===== src/rtl/cache_perf_monitor.sv =====
// ==========================================================================
// cache_perf_monitor: per-channel cache access/hit/miss counters, rev 1.0
// ==========================================================================
`default_nettype none

module cache_perf_monitor #(
  parameter  int NUM_CH = 2,
  parameter  int CNT_W  = 32,
  parameter  int WINDOW = 0,
  parameter  int WIN_W  = 16,
  localparam int SEL_W  = (NUM_CH > 1) ? $clog2(NUM_CH) : 1
) (
  input  logic              clk_i,
  input  logic              rst_ni,
  input  logic              start_i,
  input  logic              stop_i,
  input  logic              clr_i,
  input  logic [NUM_CH-1:0] acc_i,
  input  logic [NUM_CH-1:0] hit_i,
  input  logic [SEL_W-1:0]  sel_i,
  output logic [CNT_W-1:0]  No_acc_o,
  output logic [CNT_W-1:0]  No_hit_o,
  output logic [CNT_W-1:0]  No_miss_o,
  output logic [NUM_CH-1:0] ovf_o,
  output logic              snap_valid_o,
  output logic              running_o
);

  typedef enum logic [1:0] {
    ST_IDLE = 2'd0,
    ST_RUN  = 2'd1,
    ST_HOLD = 2'd2
  } state_e;

  state_e state_q;
  logic   count_en;
  logic   win_end;

  logic [CNT_W-1:0] rd_acc  [NUM_CH];
  logic [CNT_W-1:0] rd_hit  [NUM_CH];
  logic [CNT_W-1:0] rd_miss [NUM_CH];

  // clr_i dominates stop_i, which dominates start_i
  always_ff @(posedge clk_i or negedge rst_ni) begin
    if (!rst_ni) begin
      state_q <= ST_IDLE;
    end else if (clr_i) begin
      state_q <= ST_IDLE;
    end else begin
      case (state_q)
        ST_IDLE: if (start_i) state_q <= ST_RUN;
        ST_RUN:  if (stop_i)  state_q <= ST_HOLD;
        ST_HOLD: if (start_i) state_q <= ST_RUN;
        default: state_q <= ST_IDLE;
      endcase
    end
  end

  assign count_en  = (state_q == ST_RUN);
  assign running_o = count_en;

  generate
    if (WINDOW > 0) begin : g_win
      localparam logic [WIN_W-1:0] WIN_LAST = WIN_W'(WINDOW - 1);
      logic [WIN_W-1:0] win_q;
      logic             snap_valid_q;

      assign win_end = count_en && (win_q == WIN_LAST);

      always_ff @(posedge clk_i or negedge rst_ni) begin
        if (!rst_ni) begin
          win_q        <= '0;
          snap_valid_q <= 1'b0;
        end else if (clr_i) begin
          win_q        <= '0;
          snap_valid_q <= 1'b0;
        end else begin
          snap_valid_q <= win_end;
          if (win_end) begin
            win_q <= '0;
          end else if (count_en) begin
            win_q <= win_q + WIN_W'(1);
          end
        end
      end

      assign snap_valid_o = snap_valid_q;
    end else begin : g_nowin
      assign win_end      = 1'b0;
      assign snap_valid_o = 1'b0;
    end
  endgenerate

  generate
    for (genvar c = 0; c < NUM_CH; c++) begin : g_ch
      logic [CNT_W-1:0] acc_q, acc_d;
      logic [CNT_W-1:0] hit_q, hit_d;
      logic [CNT_W-1:0] miss_q, miss_d;
      logic             ovf_q, ovf_d;

      // a saturated counter holds and flags the lost increment instead
      always_comb begin
        acc_d  = acc_q;
        hit_d  = hit_q;
        miss_d = miss_q;
        ovf_d  = ovf_q;
        if (count_en && acc_i[c]) begin
          if (&acc_q) ovf_d = 1'b1;
          else        acc_d = acc_q + CNT_W'(1);
          if (hit_i[c]) begin
            if (&hit_q) ovf_d = 1'b1;
            else        hit_d = hit_q + CNT_W'(1);
          end else begin
            if (&miss_q) ovf_d  = 1'b1;
            else         miss_d = miss_q + CNT_W'(1);
          end
        end
      end

      always_ff @(posedge clk_i or negedge rst_ni) begin
        if (!rst_ni) begin
          acc_q  <= '0;
          hit_q  <= '0;
          miss_q <= '0;
          ovf_q  <= 1'b0;
        end else if (clr_i) begin
          acc_q  <= '0;
          hit_q  <= '0;
          miss_q <= '0;
          ovf_q  <= 1'b0;
        end else if (win_end) begin
          acc_q  <= '0;
          hit_q  <= '0;
          miss_q <= '0;
          ovf_q  <= ovf_d;
        end else begin
          acc_q  <= acc_d;
          hit_q  <= hit_d;
          miss_q <= miss_d;
          ovf_q  <= ovf_d;
        end
      end

      assign ovf_o[c] = ovf_q;

      if (WINDOW > 0) begin : g_snap
        logic [CNT_W-1:0] snap_acc_q, snap_hit_q, snap_miss_q;

        // the snapshot includes the events of the window's final cycle
        always_ff @(posedge clk_i or negedge rst_ni) begin
          if (!rst_ni) begin
            snap_acc_q  <= '0;
            snap_hit_q  <= '0;
            snap_miss_q <= '0;
          end else if (clr_i) begin
            snap_acc_q  <= '0;
            snap_hit_q  <= '0;
            snap_miss_q <= '0;
          end else if (win_end) begin
            snap_acc_q  <= acc_d;
            snap_hit_q  <= hit_d;
            snap_miss_q <= miss_d;
          end
        end

        assign rd_acc[c]  = snap_acc_q;
        assign rd_hit[c]  = snap_hit_q;
        assign rd_miss[c] = snap_miss_q;
      end else begin : g_live
        assign rd_acc[c]  = acc_q;
        assign rd_hit[c]  = hit_q;
        assign rd_miss[c] = miss_q;
      end
    end
  endgenerate

  // an unmatched select leaves the outputs at zero
  always_comb begin
    No_acc_o  = '0;
    No_hit_o  = '0;
    No_miss_o = '0;
    for (int c = 0; c < NUM_CH; c++) begin
      if (sel_i == SEL_W'(c)) begin
        No_acc_o  = rd_acc[c];
        No_hit_o  = rd_hit[c];
        No_miss_o = rd_miss[c];
      end
    end
  end

endmodule

`default_nettype wire


===== config.mk =====
export PLATFORM = sky130hd
export DESIGN_NAME = cache_perf_monitor
export DESIGN_NICKNAME = d
export VERILOG_FILES = /design/src/rtl/cache_perf_monitor.sv
export SDC_FILE = /design/constraint.sdc
export NUM_CORES = 1
export LEC_CHECK = 0
export BUFFER_PORTS_ARGS = -buffer_cell sky130_fd_sc_hd__buf_2
export CAP_MARGIN = 20
export CORE_UTILIZATION = 55
export DETAILED_ROUTE_END_ITERATION = 8
export PLACE_DENSITY = 0.81
export SYNTH_ARGS = -nofsm -noshare
export SYNTH_HDL_FRONTEND = slang
export SYNTH_SLANG_ARGS = --single-unit

===== constraint.sdc =====
create_clock -name clk_i -period 2.4 [get_ports clk_i]
set_input_delay 0.48 -clock clk_i [delete_from_list [all_inputs] [get_ports clk_i]]
set_output_delay 0.48 -clock clk_i [all_outputs]
set_load 0.01 [all_outputs]

==> flow_summary.json, run 1 <==
{
  "vias": 11612,
  "io_pins": 110,
  "clock_latency_ns": 0.45,
  "detail_route.wl_per_cell_um": 19.1,
  "vias_per_cell": 6.53,
  "rows": 53,
  "end_kind": "flip-flop",
  "clk_path_buf_depth": 2,
  "fp.dieArea_mm2": 0.0225,
  "setup_viol": 0,
  "dieHeight_um": 150,
  "intPower_w": 0.00490,
  "start_kind": "flip-flop",
  "synthFlopType": "dfrtp_1",
  "synth.avg_cell_area_um2": 9.08,
  "drive_gt1_share_pct": 25.6,
  "synth_edf_count": 0,
  "cts_tree": "yes",
  "grt_max_degree": 112,
  "crit_chain": "nand3b_1 > buf_4 > a211oi_4 > buf_4 > o2111ai_2 > or4_1 > a21oi_1",
  "slew_headroom_pct": 51.2,
  "postLayoutCellArea_mm2": 0.0143,
  "pwr-share-seq_pct": 50.4,
  "synth_xor_area_share_pct": 4.64,
  "post-route-util_pct": 67.0,
  "synthMuxAreaShare_pct": 9.56,
  "swShare_pct": 25.7,
  "async_flop_share_pct": 100,
  "yosysSeqAreaShare_pct": 40.6,
  "setup_slack_ns": 0.0392,
  "worst_hold_path_type": "in2reg",
  "cp.required_ns": 2.76,
  "syn_inst": 1329,
  "synth-compound-area-share_pct": 15.6,
  "grt_pass1_wl_mm": 55.2,
  "overflow": 0,
  "grt_pass1_vias": 10908,
  "setup_tns_ns": 0,
  "dr.pass1.iters": 5,
  "grt_use_total_pct": 30.9,
  "combPwrFrac_pct": 5.4,
  "core_mm2": 0.0213,
  "synth_top_family_by_area": "simple AND/OR/NAND/NOR gates",
  "post-route-min-period_ns": 2.36,
  "drt_iter0_markers": 1088,
  "critPathTopFamily": "simple AND/OR/NAND/NOR gates",
  "power.density_mw_per_mm2": 462,
  "syn_area_mm2": 0.0121,
  "placed_area_mm2": 0.0135,
  "syn_nets": 1345,
  "path_class": "reg2reg",
  "ys_warn_count": 0,
  "antenna_left": 0,
  "start_util_pct": 56.7,
  "drv_slew": 0,
  "vdd_drop_max_uv": 370,
  "dieWidth_um": 150,
  "max_freq_mhz": 424,
  "synth-seq-cells": 196,
  "port_buffers": 108,
  "cts.sinks": 196,
  "clock-root-buffer": "clkbuf_16",
  "yosys.cell_types.count": 61,
  "finalCritPeriodShare_pct": 98.4,
  "worstMarginPinSlew_ns": 0.728,
  "yosys.area_share.simple_pct": 25.4,
  "post-place-ws_ns": -0.0296,
  "cts_made_buffers": 17,
  "p_leak_nw": 5.86,
  "syn2layout_area_growth_pct": 18.2,
  "crit_slowest_cell": "dfrtp_2",
  "skew_ns": 0.0114,
  "cp_common_cell": "buf_4",
  "wl_mm": 34.0,
  "path_max_fanout": 7,
  "drc_errors": 0,
  "hold_viol_final": 0,
  "grt_antenna_before_repair": 4,
  "status": "completed",
  "power.switching_w": 0.00170,
  "fin_nets": 1502,
  "max_stage_delay_ns": 0.47,
  "p_clk_share_pct": 44.2,
  "cap_violations": 0,
  "hpwl_mm": 23.9,
  "clk_pin_slew_ns": 0.08,
  "gp_congestion": 0.891,
  "htree_levels": 4,
  "synthAdderAreaFrac_pct": 0.622,
  "critPathArrivalTime_ns": 2.72,
  "crit_buf_inv": 2
}
cell usage after synthesis (32+ instances only):
cell | count | area share [%]
a21oi_1 | 105 | 4.4
and4_1 | 32 | 2.3
clkbuf_1 | 70 | 2.2
dfrtp_1 | 196 | 41
mux2_2 | 98 | 9.1
nand2_1 | 84 | 2.6
nand3_1 | 65 | 2.7
nand4_1 | 52 | 2.7
nor2_1 | 103 | 3.2
o21ai_0 | 66 | 2.7
o31ai_1 | 44 | 2.7
or3_1 | 54 | 2.8
or4_1 | 47 | 2.9
xnor2_1 | 57 | 4.1
timing repair:
| item | in CTS | in global routing |
|---|---|---|
| gates resized for setup | 1 | 16 |
| pin swaps | 1 | 5 |
| setup buffers | 0 | 6 |
| hold endpoints to repair | 34 | 0 |
| setup endpoints to repair | 2 | 32 |
| hold buffers | 1 | 0 |
cells by family (layout without fill, tap and decap cells):
| kind of cell | after synthesis | count (layout) |
|---|---|---|
| buffers and inverters | 109 | 279 |
| AND/OR/NAND/NOR | 551 | 551 |
| adder cells (fa/ha/maj) | 6 | 6 |
| AO/OA/AOI/OAI | 299 | 299 |
| multiplexers | 103 | 103 |
| flip-flops | 196 | 196 |
| other | 1 | 4 |
| XOR/XNOR | 64 | 64 |
registers in the layout, indices dropped and copies added (netlist names):
name and cells:
g_ch.acc_q 64, g_ch.hit_q 64, g_ch.miss_q 64, g_ch.ovf_q 2, state_q 2
per-layer routing:
| layer | vias to the layer above | track usage, % | share of wire, % | wire length (um) |
|---|---|---|---|---|
| met5 | - | 0 | 0 | 0 |
| met2 | 484 | 50.7 | 49 | 16500 |
| met4 | 0 | 10.0 | 2.0 | 691 |
| met1 | 5720 | 41.5 | 42 | 14400 |
| met3 | 62 | 5.33 | 6.9 | 2350 |
| li1 | 5346 | - | - | - |
placed cells by master, fill, tap and decap left out, drive strengths merged, types with 4 or more instances in the layout:
master,instances
o31ai,44
a31oi,7
a2111o,5
nor2b,13
o21ai,69
nor4b,4
nor4,28
or3,54
dfrtp,196
buf,219
nand3,65
or4,47
a211oi,12
nor3,21
clkbuf,18
nand4,53
nand3b,7
a311oi,10
nor2,103
o21a,7
and4,32
and2,7
xor2,7
mux2i,5
mux2,98
ha,6
and3,21
nand2,84
a31o,7
inv,33
a21oi,105
or2,6
clkinv,4
a2111oi,11
xnor2,57
worst min-delay path: cells and delay by family:
family,cells,cell delay (ns)
AOI/OAI and AO/OA,1,0.07
buffers and inverters,1,0.10
and+or+nand+nor,1,0.08
final cells by class:
| type | count | area [um2] |
|---|---|---|
| Timing Repair Buffer | 221 | 1500 |
| Clock inverter | 15 | 166 |
| Multi-Input combinational cell | 1024 | 6830 |
| Sequential cell | 196 | 4910 |
| Antenna cell | 3 | 7.51 |
| Inverter | 26 | 97.6 |
| Clock buffer | 17 | 425 |
| Fill cell | 1660 | 7020 |
| Tap cell | 275 | 344 |
power groups by stage:
stage,logic [W],registers (W),clock network (W)
after floorplan,0.000170,0.00338,0
after global placement,0.000343,0.00339,0
after detailed placement,0.000350,0.00339,0
after CTS,0.000353,0.00332,0.00294
after global routing,0.000388,0.00332,0.00307
final,0.000357,0.00332,0.00292
path summary, 6_finish.rpt:
| check | depth (start not counted) | slack (ns) | from | end |
|---|---|---|---|---|
| min | 3 | 0.32 | stop_i | state_q[1] |
| max | 7 | 0.04 | state_q[1] | g_ch[1].acc_q[31] |
| min reg2reg | 2 | 0.52 | g_ch[1].ovf_q | g_ch[1].ovf_q |
| max reg2reg | 7 | 0.04 | state_q[1] | g_ch[1].acc_q[31] |
| min in group asynchronous | 2 | 0.52 | rst_ni | g_ch[0].hit_q[21] |
| max in group asynchronous | 3 | 1.15 | rst_ni | g_ch[0].miss_q[24] |
stage by stage:
step	total power [W]	cells	hold WS, ns
2_1_floorplan	0.00356	1329	0.184
3_3_place_gp	0.00373	1735	0.432
3_5_place_dp	0.00374	1735	0.436
4_1_cts	0.00661	1768	0.310
5_1_grt	0.00678	1777	0.314
6_report	0.00659	1777	0.324
Note: power is estimated with default switching activity, not from simulation.
==> run 2: changes to the inputs <==
--- a/config.mk
+++ b/config.mk
@@ -7,9 +7,10 @@
 export LEC_CHECK = 0
 export BUFFER_PORTS_ARGS = -buffer_cell sky130_fd_sc_hd__buf_2
 export CAP_MARGIN = 20
-export CORE_UTILIZATION = 55
+export CORE_MARGIN = 3
+export CORE_UTILIZATION = 50
 export DETAILED_ROUTE_END_ITERATION = 8
-export PLACE_DENSITY = 0.81
+export PLACE_DENSITY = 0.75
 export SYNTH_ARGS = -nofsm -noshare
 export SYNTH_HDL_FRONTEND = slang
 export SYNTH_SLANG_ARGS = --single-unit
==> run 2 against run 1 <==
Compared with the run above: sequential share of layout area is 0.057 points lower; sequential power about the same; fmax grew 3.4%; sequential cell count unchanged; die area increased by 16%; core utilization is 6.5 points lower; largest cell class unchanged.
==> flow_summary.json, run 2 (synthesis results as in run 1) <==
{
  "status": "completed",
  "power.switching_w": 0.00152,
  "vias_per_cell": 6.28,
  "rows": 56,
  "clock-root-buffer": "clkbuf_16",
  "syn2layout_area_growth_pct": 18.4,
  "drive_gt1_share_pct": 25.1,
  "mostFrequentLayoutCell": "dfrtp_1",
  "io_pins": 110,
  "intPower_w": 0.00507,
  "grt_pass1_vias": 11190,
  "port_buffers": 108,
  "dr.pass1.iters": 5,
  "timing.rr.start": "g_ch[0].miss_q[2]",
  "grt_antenna_before_repair": 3,
  "detail_route.wl_per_cell_um": 18.6,
  "p_clk_share_pct": 44.3,
  "cp_common_cell": "buf_4",
  "cap_violations": 0,
  "drv_slew": 0,
  "setup_viol": 0,
  "cts.sinks": 196,
  "critPathArrivalTime_ns": 2.63,
  "cts_made_buffers": 17,
  "clk_pin_slew_ns": 0.07,
  "final_cell_mix": "dfrtp_1 (196), buf_4 (114), a21oi_1 (105), buf_2 (105), nor2_1 (103)",
  "path_max_fanout": 12,
  "htree_levels": 4,
  "crit_chain": "buf_4 > nand3_1 > nor4_1 > o2111ai_1 > buf_4 > or4_1 > a21oi_1",
  "combPwrFrac_pct": 5.3,
  "post-place-ws_ns": 0.0181,
  "slew_headroom_pct": 53.4,
  "drc_errors": 0,
  "biggestRegsByFlops": "g_ch.acc_q: 64 flops, g_ch.hit_q: 64 flops, g_ch.miss_q: 64 flops",
  "worstMarginPinSlew_ns": 0.699,
  "placed_area_mm2": 0.0136,
  "gp_congestion": 0.934,
  "core_mm2": 0.0236,
  "postCtsHoldBufs": 0,
  "cts_tree": "yes",
  "vias": 11470,
  "grt_pass1_wl_mm": 56.5,
  "vdd_drop_max_uv": 410,
  "fin_nets": 1507,
  "postLayoutCellArea_mm2": 0.0143,
  "max_stage_delay_ns": 0.50,
  "start_util_pct": 51.1,
  "post-route-min-period_ns": 2.28,
  "max_freq_mhz": 438,
  "end_kind": "flip-flop",
  "worst_hold_path_type": "in2async",
  "crit_buf_inv": 2,
  "antenna_left": 0,
  "cp.required_ns": 2.75,
  "hold_viol_final": 0,
  "reg2regPathDepth": 7,
  "finalCritPeriodShare_pct": 95.1,
  "wl_mm": 34.0,
  "pwr-share-seq_pct": 50.4,
  "hpwl_mm": 24.5,
  "setup_slack_ns": 0.117,
  "skew_ns": 0.0128,
  "swShare_pct": 23.0,
  "setup_tns_ns": 0,
  "rsz0062_at_grt": "false",
  "clock_latency_ns": 0.44,
  "r2r-end": "g_ch[0].miss_q[31]",
  "critPathTopFamily": "simple AND/OR/NAND/NOR gates",
  "grt_max_degree": 136,
  "fp.dieArea_mm2": 0.0260,
  "path_class": "reg2reg",
  "dieHeight_um": 161,
  "start_kind": "flip-flop",
  "grt_use_total_pct": 26.2,
  "dieWidth_um": 161,
  "overflow": 0,
  "power.density_mw_per_mm2": 461,
  "p_leak_nw": 5.88,
  "drt_iter0_markers": 977,
  "clk_path_buf_depth": 2,
  "ff2ff_setup_slack_ns": 0.12,
  "crit_slowest_cell": "nor4_1"
}
run 2: cell types whose count changed in the layout (fill, tap and decap cells not counted), sizes merged, moves of 2 or more:
cell    delta
buf        +6
clkinv     -2
inv        -7
clkbuf     +5
bufinv     +2
run 2: how the worst max path moves through the flow:
stage,startpoint,endpoint,slack [ns],depth (start not counted)
floorplan,state_q[1],g_ch[0].acc_q[13],0.05,6
global placement,acc_i[1],g_ch[1].miss_q[21],0.07,6
detailed placement,acc_i[1],g_ch[1].miss_q[23],0.02,6
CTS,g_ch[1].hit_q[14],g_ch[1].hit_q[29],0.03,5
global route,g_ch[0].hit_q[10],g_ch[0].hit_q[1],0.003,5
finish,g_ch[0].miss_q[2],g_ch[0].miss_q[31],0.12,7
run 2: area by class of cell:
cell class / instances / area [um2]
Fill cell: 2033 / 9320
Inverter: 26 / 97.6
Multi-Input combinational cell: 1024 / 6790
Clock inverter: 9 / 130
Timing Repair Buffer: 226 / 1510
Tap cell: 319 / 399
Sequential cell: 196 / 4900
Antenna cell: 3 / 7.51
Clock buffer: 22 / 454
run 2: routing by layer:
layer  GRT usage [%]  vias up  part of all wire [%]
met5               0        -                     0
met1            35.2     5661                    43
met3            3.00       65                   5.2
met2            43.8      396                    49
li1                -     5348                     -
met4            9.89        0                   3.0
run 2: per-stage QoR:
stage / hold WS, ns / total power (W) / std cells / util (%)
after floorplan: 0.184 / 0.00356 / 1329 / -
after global placement: 0.530 / 0.00373 / 1788 / 57.8
after detailed placement: 0.534 / 0.00374 / 1788 / 57.8
after CTS: 0.0712 / 0.00664 / 1819 / 60.2
after global routing: 0.0806 / 0.00680 / 1825 / 60.5
final: 0.0555 / 0.00659 / 1825 / 60.5
run 2: repair_timing:
item,CTS,global route
gates resized for setup,0,8
setup endpoints to repair,0,30
setup buffers,0,3
run 2: power groups by stage:
| stage | logic (W) | clock network (W) | registers (W) |
|---|---|---|---|
| 6_report | 0.000347 | 0.00292 | 0.00332 |
| 4_1_cts | 0.000352 | 0.00297 | 0.00332 |
| 3_5_place_dp | 0.000349 | 0 | 0.00339 |
| 5_1_grt | 0.000381 | 0.00309 | 0.00332 |
| 3_3_place_gp | 0.000344 | 0 | 0.00339 |
| 2_1_floorplan | 0.000170 | 0 | 0.00338 |
